File: src/rtl/adc_serial_emulator_4ch_pkg.sv
// Shared constants and types for the 4-lane serial ADC emulator.
package adc_emu_pkg;

    localparam int unsigned DEF_DATA_W = 12;
    localparam int unsigned DEF_LEAD   = 2;
    localparam int unsigned DEF_CNT_W  = 8;

    localparam int unsigned NUM_LANES = 4;
    localparam int unsigned A0 = 0;
    localparam int unsigned A1 = 1;
    localparam int unsigned B0 = 2;
    localparam int unsigned B1 = 3;

    typedef enum logic [1:0] {
        S_IDLE,
        S_LEAD,
        S_SHIFT
    } emu_state_t;

endpackage

File: src/rtl/adc_serial_emulator_4ch_if.sv
// Serial link plus sample-word handshake between the emulator and its neighbours.
interface adc_serial_emulator_4ch_if
    import adc_emu_pkg::*;
#(
    parameter int unsigned DATA_W = DEF_DATA_W
);
    logic              ad_cs;
    logic [1:0]        ad_sdata_a;
    logic [1:0]        ad_sdata_b;
    logic [DATA_W-1:0] smp_a0;
    logic [DATA_W-1:0] smp_a1;
    logic [DATA_W-1:0] smp_b0;
    logic [DATA_W-1:0] smp_b1;
    logic              smp_valid;
    logic              smp_ready;
    logic              sample_req;

    modport slave (
        input  ad_cs, smp_a0, smp_a1, smp_b0, smp_b1, smp_valid,
        output ad_sdata_a, ad_sdata_b, smp_ready, sample_req
    );

    modport master (
        output ad_cs, smp_a0, smp_a1, smp_b0, smp_b1, smp_valid,
        input  ad_sdata_a, ad_sdata_b, smp_ready, sample_req
    );
endinterface

File: src/rtl/adc_serial_emulator_4ch_shifter.sv
// One lane: parallel-load, MSB-first shift register with a registered serial bit.
module adc_frame_shifter #(
    parameter int unsigned DATA_W = 12
) (
    input  logic              clk,
    input  logic              reset,
    input  logic              load,
    input  logic [DATA_W-1:0] load_data,
    input  logic              shift_en,
    output logic              sout
);

    logic [DATA_W-1:0] sr;

    // Line idles low whenever no bit is being shifted out.
    always_ff @(posedge clk) begin
        if (reset) begin
            sr   <= '0;
            sout <= 1'b0;
        end else if (load) begin
            sr   <= load_data;
            sout <= 1'b0;
        end else begin
            sout <= shift_en ? sr[DATA_W-1] : 1'b0;
            if (shift_en) begin
                sr <= {sr[DATA_W-2:0], 1'b0};
            end
        end
    end

endmodule

File: src/rtl/adc_serial_emulator_4ch.sv
// ADC-side responder: on each CS rising edge, serialises four sample words
// MSB-first so they land in the receiver's load window.
module adc_serial_emulator_4ch
    import adc_emu_pkg::*;
#(
    parameter int unsigned DATA_W = DEF_DATA_W,
    parameter int unsigned LEAD   = DEF_LEAD,
    parameter int unsigned CNT_W  = DEF_CNT_W
) (
    input  logic                       clk,
    input  logic                       reset,
    adc_serial_emulator_4ch_if.slave   bus,
    output logic                       busy,
    output logic [CNT_W-1:0]           underrun_cnt,
    output logic [CNT_W-1:0]           abort_cnt
);

    localparam int unsigned BIT_CNT_W = $clog2(DATA_W + LEAD + 1);
    localparam int unsigned LEAD_LAST = (LEAD > 1) ? LEAD - 2 : 0;
    localparam logic [CNT_W-1:0] CNT_MAX = '1;

    emu_state_t             state;
    logic [BIT_CNT_W-1:0]   bit_cnt;
    logic                   cs_prev;
    logic                   cs_edge;
    logic                   shift_en;
    logic                   smp_ready_q;
    logic                   sample_req_q;
    logic [DATA_W-1:0]      smp_in    [NUM_LANES];
    logic [DATA_W-1:0]      shadow    [NUM_LANES];
    logic [DATA_W-1:0]      last_sent [NUM_LANES];
    logic [DATA_W-1:0]      load_word [NUM_LANES];
    logic [NUM_LANES-1:0]   sout;

    assign cs_edge  = bus.ad_cs && !cs_prev;
    assign shift_en = (state == S_SHIFT) && (bit_cnt < BIT_CNT_W'(DATA_W));
    assign busy     = (state != S_IDLE);

    assign bus.smp_ready  = smp_ready_q;
    assign bus.sample_req = sample_req_q;
    assign bus.ad_sdata_a = {sout[A1], sout[A0]};
    assign bus.ad_sdata_b = {sout[B1], sout[B0]};

    // Fresh shadow wins; otherwise the previous frame is repeated.
    always_comb begin
        smp_in[A0] = bus.smp_a0;
        smp_in[A1] = bus.smp_a1;
        smp_in[B0] = bus.smp_b0;
        smp_in[B1] = bus.smp_b1;
        for (int i = 0; i < NUM_LANES; i++) begin
            load_word[i] = smp_ready_q ? last_sent[i] : shadow[i];
        end
    end

    for (genvar i = 0; i < NUM_LANES; i++) begin : g_lane
        adc_frame_shifter #(
            .DATA_W (DATA_W)
        ) u_shifter (
            .clk       (clk),
            .reset     (reset),
            .load      (cs_edge),
            .load_data (load_word[i]),
            .shift_en  (shift_en),
            .sout      (sout[i])
        );
    end

    // Frame FSM, shadow handshake and status counters.
    always_ff @(posedge clk) begin
        if (reset) begin
            state        <= S_IDLE;
            bit_cnt      <= '0;
            cs_prev      <= 1'b0;
            smp_ready_q  <= 1'b1;
            sample_req_q <= 1'b0;
            underrun_cnt <= '0;
            abort_cnt    <= '0;
            for (int i = 0; i < NUM_LANES; i++) begin
                shadow[i]    <= '0;
                last_sent[i] <= '0;
            end
        end else begin
            cs_prev      <= bus.ad_cs;
            sample_req_q <= 1'b0;

            if (cs_edge) begin
                if (!smp_ready_q) begin
                    for (int i = 0; i < NUM_LANES; i++) begin
                        last_sent[i] <= shadow[i];
                    end
                    smp_ready_q  <= 1'b1;
                    sample_req_q <= 1'b1;
                end else if (underrun_cnt != CNT_MAX) begin
                    underrun_cnt <= underrun_cnt + CNT_W'(1);
                end
                if (state != S_IDLE && abort_cnt != CNT_MAX) begin
                    abort_cnt <= abort_cnt + CNT_W'(1);
                end
                state   <= (LEAD > 1) ? S_LEAD : S_SHIFT;
                bit_cnt <= '0;
            end else begin
                case (state)
                    S_LEAD: begin
                        if (bit_cnt == BIT_CNT_W'(LEAD_LAST)) begin
                            state   <= S_SHIFT;
                            bit_cnt <= '0;
                        end else begin
                            bit_cnt <= bit_cnt + BIT_CNT_W'(1);
                        end
                    end
                    S_SHIFT: begin
                        if (bit_cnt == BIT_CNT_W'(DATA_W)) begin
                            state   <= S_IDLE;
                            bit_cnt <= '0;
                        end else begin
                            bit_cnt <= bit_cnt + BIT_CNT_W'(1);
                        end
                    end
                    default: begin
                        state   <= S_IDLE;
                        bit_cnt <= '0;
                    end
                endcase
            end

            // Only possible while the shadow is empty, so never clashes with a consume.
            if (bus.smp_valid && smp_ready_q) begin
                for (int i = 0; i < NUM_LANES; i++) begin
                    shadow[i] <= smp_in[i];
                end
                smp_ready_q <= 1'b0;
            end
        end
    end

endmodule

File: src/flat_wrapper.sv
// flat-port wrapper written by rule: the top's interface ports become plain ports
module adc_serial_emulator_4ch_flat import adc_emu_pkg::*;
#(
    parameter int unsigned DATA_W = DEF_DATA_W,
    parameter int unsigned LEAD   = DEF_LEAD,
    parameter int unsigned CNT_W  = DEF_CNT_W
)
  (clk, reset, busy, underrun_cnt, abort_cnt, bus_ad_cs, bus_smp_a0, bus_smp_a1, bus_smp_b0, bus_smp_b1, bus_smp_valid, bus_ad_sdata_a, bus_ad_sdata_b, bus_smp_ready, bus_sample_req);
  adc_serial_emulator_4ch_if #(.DATA_W(DATA_W)) bus_i ();
  input  logic clk;
  input  logic reset;
  output logic busy;
  output logic [CNT_W-1:0] underrun_cnt;
  output logic [CNT_W-1:0] abort_cnt;
  input wire logic [$bits(bus_i.ad_cs)-1:0] bus_ad_cs;
  input wire logic [$bits(bus_i.smp_a0)-1:0] bus_smp_a0;
  input wire logic [$bits(bus_i.smp_a1)-1:0] bus_smp_a1;
  input wire logic [$bits(bus_i.smp_b0)-1:0] bus_smp_b0;
  input wire logic [$bits(bus_i.smp_b1)-1:0] bus_smp_b1;
  input wire logic [$bits(bus_i.smp_valid)-1:0] bus_smp_valid;
  output wire logic [$bits(bus_i.ad_sdata_a)-1:0] bus_ad_sdata_a;
  output wire logic [$bits(bus_i.ad_sdata_b)-1:0] bus_ad_sdata_b;
  output wire logic [$bits(bus_i.smp_ready)-1:0] bus_smp_ready;
  output wire logic [$bits(bus_i.sample_req)-1:0] bus_sample_req;
  assign bus_i.ad_cs = bus_ad_cs;
  assign bus_i.smp_a0 = bus_smp_a0;
  assign bus_i.smp_a1 = bus_smp_a1;
  assign bus_i.smp_b0 = bus_smp_b0;
  assign bus_i.smp_b1 = bus_smp_b1;
  assign bus_i.smp_valid = bus_smp_valid;
  assign bus_ad_sdata_a = bus_i.ad_sdata_a;
  assign bus_ad_sdata_b = bus_i.ad_sdata_b;
  assign bus_smp_ready = bus_i.smp_ready;
  assign bus_sample_req = bus_i.sample_req;
  adc_serial_emulator_4ch #(.DATA_W(DATA_W), .LEAD(LEAD), .CNT_W(CNT_W)) u_core (.clk(clk), .reset(reset), .bus(bus_i), .busy(busy), .underrun_cnt(underrun_cnt), .abort_cnt(abort_cnt));
endmodule
File: config.mk
export PLATFORM = sky130hd
export DESIGN_NAME = adc_serial_emulator_4ch_flat
export DESIGN_NICKNAME = d
export VERILOG_FILES = /design/src/rtl/adc_serial_emulator_4ch_pkg.sv /design/src/rtl/adc_serial_emulator_4ch_if.sv /design/src/rtl/adc_serial_emulator_4ch_shifter.sv /design/src/rtl/adc_serial_emulator_4ch.sv /design/src/flat_wrapper.sv
export SDC_FILE = /design/constraint.sdc
export NUM_CORES = 1
export LEC_CHECK = 0
export CAP_MARGIN = 20
export CELL_PAD_IN_SITES_DETAIL_PLACEMENT = 0
export CELL_PAD_IN_SITES_GLOBAL_PLACEMENT = 1
export CORE_MARGIN = 2
export CORE_UTILIZATION = 42
export DETAILED_ROUTE_END_ITERATION = 12
export PLACE_DENSITY = 0.82
export SETUP_SLACK_MARGIN = 0.2
export SYNTH_ARGS = -nofsm -noshare
export SYNTH_HDL_FRONTEND = slang
export SYNTH_SLANG_ARGS = --single-unit
File: constraint.sdc
create_clock -name clk -period 4.4 [get_ports clk]
set_input_delay 0.88 -clock clk [delete_from_list [all_inputs] [get_ports clk]]
set_output_delay 0.88 -clock clk [all_outputs]
set_load 0.05 [all_outputs]
==> results.json, run 1 <==
{
  "p_leak_nw": 3.09,
  "cts_buffer_depth": 2,
  "ir_worst_vdd_uv": 301,
  "fp.dieW_um": 137,
  "first_pass_iters": 5,
  "ys.flop_type": "edfxtp_1",
  "critPathKind": "reg -> out",
  "area_growth_pct": 18.9,
  "r2r_cells": 5,
  "fin_skew_ns": 0.00683,
  "final_area_um2": 8880,
  "portBuffers": 74,
  "start_util": 0.431,
  "ys_ff_latch": 173,
  "cts_resized": 0,
  "wire_per_inst_um": 14.9,
  "setup_viol": 0,
  "async_flop_share": 0,
  "period_minus_slack_ns": 2.89,
  "die_y_um": 137,
  "grt_start_max_net_pins": 96,
  "overflow": 0,
  "startpoint_type": "flip-flop",
  "layout.nets": 775,
  "syn-cell-area_um2": 7470,
  "synth_edf_count": 96,
  "report.final.slew_viol_count": 0,
  "hold_violations": 0,
  "vias": 4989,
  "ys_types": 42,
  "r2r_start": "u_core.state[0]",
  "drc": 0,
  "fp.dieArea_um2": 18900,
  "synth_cells": 670,
  "hold_path_end": "u_core.g_lane[0].u_shifter.sout",
  "post-route-period-util": 0.657,
  "cts_tree": "built",
  "drive_above_1_share": 0.0645,
  "fmax_mhz": 346,
  "cap_violations": 0,
  "grt_pass1_wl_um": 23700,
  "setup_tns_ns": 0,
  "core_area_um2": 17400,
  "cts.sinks": 173,
  "fillerInstances": 1465,
  "hold_depth": 1,
  "syn_avg_cell_area_um2": 11.2,
  "clk_pin_slew_ns": 0.06,
  "seqCellArea_um2": 4430,
  "track_usage": 0.161,
  "r2r_slack_ns": 1.99,
  "row_count": 48,
  "antenna_found_initial": 0,
  "ys_seq_area_frac": 0.592,
  "dpl.cell_count": 921,
  "postCtsSetupBuffers": 0,
  "clockRootBuffer": "clkbuf_16",
  "stdcell_count": 954,
  "arrival_ns": 2.01,
  "dp_hpwl_um": 8940,
  "hp-start": "u_core.g_lane[0].u_shifter.sr[11]",
  "htree_levels": 4,
  "ys_warn_count": 0,
  "postCtsHoldBufs": 0,
  "post_dp_cell_area_um2": 8290,
  "drt_iter0_drc": 290,
  "n_antenna_cell": 0,
  "wirelength_um": 14300,
  "status": "completed",
  "hold_path_class": "reg -> reg",
  "multiInputGateArea_um2": 2760,
  "cts_buffers": 17,
  "viasPerCell": 5.23,
  "power.density_nw_per_um2": 403,
  "rr_endpoint": "u_core.g_lane[3].u_shifter.sout",
  "required_ns": 3.52,
  "io_pins": 75,
  "slew-limit-headroom": 0.339,
  "synthesis.nets": 729,
  "rsz0062_at_grt": "no",
  "tightest_slew_ns": 0.988,
  "first_global_vias": 4906,
  "end_kind": "primary output",
  "ant_nets": 0,
  "gp_congestion": 0.749,
  "clock_latency_ns": 0.42,
  "crit_fanout": 4
}
## synth_stat cells (2+ instances only)
| cell type | number | area, µm² |
|---|---|---|
| nor2_1 | 19 | 71.3 |
| or3_1 | 5 | 31.3 |
| a31oi_1 | 4 | 25.0 |
| nor2b_1 | 45 | 282 |
| buf_1 | 2 | 7.51 |
| nand2_1 | 95 | 357 |
| clkbuf_1 | 27 | 101 |
| and2_1 | 101 | 632 |
| or4_1 | 6 | 45.0 |
| a21oi_1 | 12 | 60.1 |
| a211oi_1 | 46 | 345 |
| dfxtp_1 | 77 | 1540 |
| clkbuf_8 | 3 | 41.3 |
| inv_1 | 7 | 26.3 |
| buf_4 | 5 | 37.5 |
| nand3_1 | 10 | 50.1 |
| nand2b_1 | 2 | 12.5 |
| xnor2_1 | 2 | 17.5 |
| o31ai_1 | 6 | 45.0 |
| buf_2 | 16 | 80.1 |
| o21ai_0 | 6 | 30.0 |
| o211ai_4 | 2 | 42.5 |
| a311oi_1 | 44 | 385 |
| mux2i_1 | 6 | 60.1 |
| edfxtp_1 | 96 | 2880 |
| xor2_1 | 4 | 35.0 |
| ha_1 | 7 | 87.6 |
## worst max path at each step
stage / from / endpoint / cells past startpoint
final: u_core.state[1] / busy / 4
after global routing: u_core.state[1] / busy / 4
after CTS: u_core.state[1] / busy / 4
after detailed placement: bus_ad_cs / u_core.last_sent[0][42] / 5
after global placement: bus_ad_cs / u_core.last_sent[0][37] / 5
after floorplan: bus_ad_cs / u_core.last_sent[0][0] / 4
## power breakdown
| group | total (mW) | internal [mW] | switching [mW] |
|---|---|---|---|
| sequential | 1.86 | 1.81 | 0.0469 |
| clock | 1.44 | 0.856 | 0.581 |
| combinational | 0.285 | 0.125 | 0.160 |
| total | 3.58 | 2.79 | 0.788 |
## metal layers
layer  share of wire  global-route usage  up-vias
met1            0.44               0.194     2377
met4           0.015              0.0590        0
met5               0                   0        -
li1                -                   -     2501
met3           0.039              0.0338       16
met2            0.51               0.282       95
## per-stage QoR
stage	utilization	setup WS (ns)	hold slack, ns	power (mW)
after floorplan	-	0.337	0.430	2.07
after global placement	0.478	1.32	0.441	2.16
after detailed placement	0.478	1.25	0.453	2.17
after CTS	0.510	1.49	0.468	3.61
after global routing	0.512	1.42	0.489	3.71
final	0.512	1.51	0.460	3.58
## layout make-up
type | instances | share of cell area
Tap cell | 225 | 0.0317
Timing Repair Buffer | 82 | 0.0918
Inverter | 7 | 0.00296
Clock buffer | 25 | 0.0572
Multi-Input combinational cell | 435 | 0.311
Sequential cell | 173 | 0.498
Clock inverter | 7 | 0.00676
## cell families after synthesis
family / after synthesis / share of synthesized area
flip-flops: 173 / 0.592
AO/OA/AOI/OAI: 123 / 0.128
XOR/XNOR: 6 / 0.00703
adder cells (fa/ha/maj): 7 / 0.0117
multiplexers: 6 / 0.00804
AND/OR/NAND/NOR: 293 / 0.211
buffers and inverters: 62 / 0.0415
## sequential cells by signal, summed over array words and instances (netlist names)
signal and cells:
u_core.state 2, u_core.g_lane.u_shifter.sr 48, u_core.abort_cnt 8, u_core.bus.smp_ready 1, u_core.bus.sample_req 1, u_core.cs_prev 1
u_core.g_lane.u_shifter.sout 4, u_core.shadow 48, u_core.underrun_cnt 8, u_core.bit_cnt 4, u_core.last_sent 48
## worst max-delay path, stage by stage, from the launching register on
cell,delay [ns]
dfxtp_1,0.38
inv_1,0.08
ha_1,0.18
inv_1,0.12
clkdlybuf4s50_1,0.83
## cells in the final DEF (no fill, tap or decap), types with 2 or more instances in the layout
master	instances
edfxtp_1	96
nor2b_1	45
or3_1	5
clkbuf_1	5
o31ai_1	6
clkdlybuf4s50_1	73
a311oi_1	44
buf_4	7
nand3_1	10
xor2_1	4
o211ai_4	2
and2_1	101
nand2_1	94
ha_1	7
or4_1	6
nor2_1	18
clkbuf_16	19
inv_1	7
a31oi_1	4
o21ai_0	6
mux2i_1	6
a211oi_1	46
a21oi_1	12
clkinv_2	4
dfxtp_1	76
xnor2_1	2
No activity file was read; power rests on OpenSTA's default activity.
==> run 2, diff against run 1 <==
--- a/config.mk
+++ b/config.mk
@@ -9,9 +9,9 @@
 export CELL_PAD_IN_SITES_DETAIL_PLACEMENT = 0
 export CELL_PAD_IN_SITES_GLOBAL_PLACEMENT = 1
 export CORE_MARGIN = 2
-export CORE_UTILIZATION = 42
+export CORE_UTILIZATION = 41
 export DETAILED_ROUTE_END_ITERATION = 12
-export PLACE_DENSITY = 0.82
+export PLACE_DENSITY = 0.84
 export SETUP_SLACK_MARGIN = 0.2
 export SYNTH_ARGS = -nofsm -noshare
 export SYNTH_HDL_FRONTEND = slang
==> constraint.sdc (replaced) <==
create_clock -name clk -period 2.6 [get_ports clk]
set_input_delay 0.52 -clock clk [delete_from_list [all_inputs] [get_ports clk]]
set_output_delay 0.52 -clock clk [all_outputs]
set_load 0.05 [all_outputs]
==> run 2 against run 1 <==
  * Hold slack improved by 0.017 ns
  * First-iteration DRC count rose by 28%
  * Global-route usage is 0.42 points lower
  * Via count rose by 2.0%
  * Critical path type unchanged
  * Non-clock buffer count grew 10
  * Clock skew up 0.00054 ns
  * Clock power grew 84%
  * Utilization is 0.81 points lower
  * Total power increased by 76%
  * Combinational power grew 72%
==> results.json, run 2 (synthesis results as in run 1) <==
{
  "r2r_slack_ns": 0.82,
  "r2r_cells": 6,
  "power_mw": 6.28,
  "r2r_start": "u_core.state[0]",
  "drive_above_1_share": 0.0785,
  "setup_slack_ns": 0.314,
  "cp_slowest_cell": "clkdlybuf4s50_1",
  "postCtsHoldBufs": 0,
  "drc": 0,
  "report.final.slew_viol_count": 0,
  "cap_violations": 0,
  "htree_levels": 4,
  "postLayoutCoreUtil": 0.504,
  "grt_pass1_wl_um": 24300,
  "ant_nets": 0,
  "reg_top3": "u_core.g_lane.u_shifter.sr (48), u_core.last_sent (48), u_core.shadow (48)",
  "track_usage": 0.157,
  "grt_start_max_net_pins": 51,
  "viasPerCell": 5.26,
  "rr_endpoint": "u_core.g_lane[3].u_shifter.sr[9]",
  "crit_fanout": 8,
  "vias": 5091,
  "fp.dieW_um": 139,
  "die_y_um": 139,
  "core_area_um2": 17900,
  "fmax_mhz": 438,
  "cts.sinks": 173,
  "crit_family": "buffers and inverters",
  "hold_path_class": "in -> reg",
  "clockRootBuffer": "clkbuf_16",
  "gp_congestion": 0.765,
  "cts_buffer_depth": 2,
  "power.density_nw_per_um2": 697,
  "required_ns": 2.08,
  "fp.dieArea_um2": 19300,
  "layout.nets": 785,
  "period_minus_slack_ns": 2.29,
  "portBuffers": 74,
  "crit_buf_inv": 1,
  "setup_viol": 0,
  "multiInputGateArea_um2": 2760,
  "hp-start": "reset",
  "post_dp_cell_area_um2": 8400,
  "tightest_slew_ns": 0.550,
  "fin_skew_ns": 0.00737,
  "slew-limit-headroom": 0.633,
  "ir_worst_vdd_uv": 445,
  "wirelength_um": 14700,
  "row_count": 49,
  "p_leak_nw": 3.16,
  "mostFrequentLayoutCells": "and2_1, edfxtp_1, nand2_1, dfxtp_1, clkdlybuf4s50_1",
  "setup_tns_ns": 0,
  "dpl.cell_count": 936,
  "post-route-period-util": 0.879,
  "cts_buffers": 17,
  "post-place-ws_ns": 0.353,
  "fillerInstances": 1579,
  "startpoint_type": "flip-flop",
  "start_util": 0.417,
  "hold_violations": 0,
  "max_stage_delay_ns": 0.87,
  "hold_depth": 2,
  "cts_tree": "built",
  "clk_pin_slew_ns": 0.07,
  "n_antenna_cell": 0,
  "wire_per_inst_um": 15.2,
  "drt_iter0_drc": 370,
  "timing.hold.ws_ns": 0.477,
  "first_pass_iters": 4,
  "status": "completed",
  "final_area_um2": 9020,
  "overflow": 0,
  "final_common_cell": "and2_1",
  "rsz0062_at_grt": "no",
  "antenna_found_initial": 0,
  "critPathKind": "reg -> out",
  "end_kind": "primary output",
  "seqCellArea_um2": 4430,
  "dp_hpwl_um": 9320,
  "first_global_vias": 4942,
  "area_growth_pct": 20.7,
  "io_pins": 75,
  "hold_path_end": "u_core.g_lane[0].u_shifter.sr[0]",
  "stdcell_count": 968,
  "crit_chain": "clkdlybuf4s50_1",
  "clock_latency_ns": 0.43,
  "arrival_ns": 1.77
}
[run 2: cell count changes in the layout (fill, tap and decap cells not counted), sizes merged]
cell | previous run | this run
clkdlybuf4s50 | 73 | 71
buf | 9 | 20
inv | 8 | 7
clkbuf | 25 | 26
dlygate4sd2 | 0 | 1
bufinv | 1 | 3
clkinv | 5 | 3
[run 2: metal layers]
| metal | global-route usage | vias up | wire [µm] |
|---|---|---|---|
| met5 | 0 | - | 0 |
| met4 | 0.0771 | 0 | 389 |
| met3 | 0.0325 | 32 | 639 |
| met2 | 0.263 | 131 | 7350 |
| met1 | 0.193 | 2411 | 6350 |
| li1 | - | 2517 | - |
[run 2: worst max-delay path by stage]
stage	depth (start not counted)	slack (ns)	start	endpoint
final	1	0.31	u_core.underrun_cnt[3]	underrun_cnt[3]
after global routing	1	0.26	u_core.underrun_cnt[3]	underrun_cnt[3]
after CTS	1	0.30	u_core.underrun_cnt[3]	underrun_cnt[3]
after detailed placement	5	0.35	bus_ad_cs	u_core.g_lane[3].u_shifter.sr[9]
after global placement	5	0.41	bus_ad_cs	u_core.abort_cnt[7]
after floorplan	4	0.34	u_core.bus.smp_ready	u_core.last_sent[0][0]
[run 2: repair_timing]
action,in CTS,in global routing
gates resized for setup,1,0
setup endpoints to repair,1,0
buffers inserted,0,0
[run 2: area by class of cell]
cell class / count / area share
inverter: 7 / 0.00291
tap: 229 / 0.0318
sequential: 173 / 0.491
timing repair buffer: 92 / 0.0989
clock inverter: 6 / 0.0121
multi-input combinational: 435 / 0.307
clock buffer: 26 / 0.0568
[run 2: report_power, final]
part	total [mW]	internal, mW	switching, mW
Combinational	0.491	0.221	0.271
Sequential	3.14	3.06	0.0818
Clock	2.65	1.65	0.995
Total	6.28	4.93	1.35
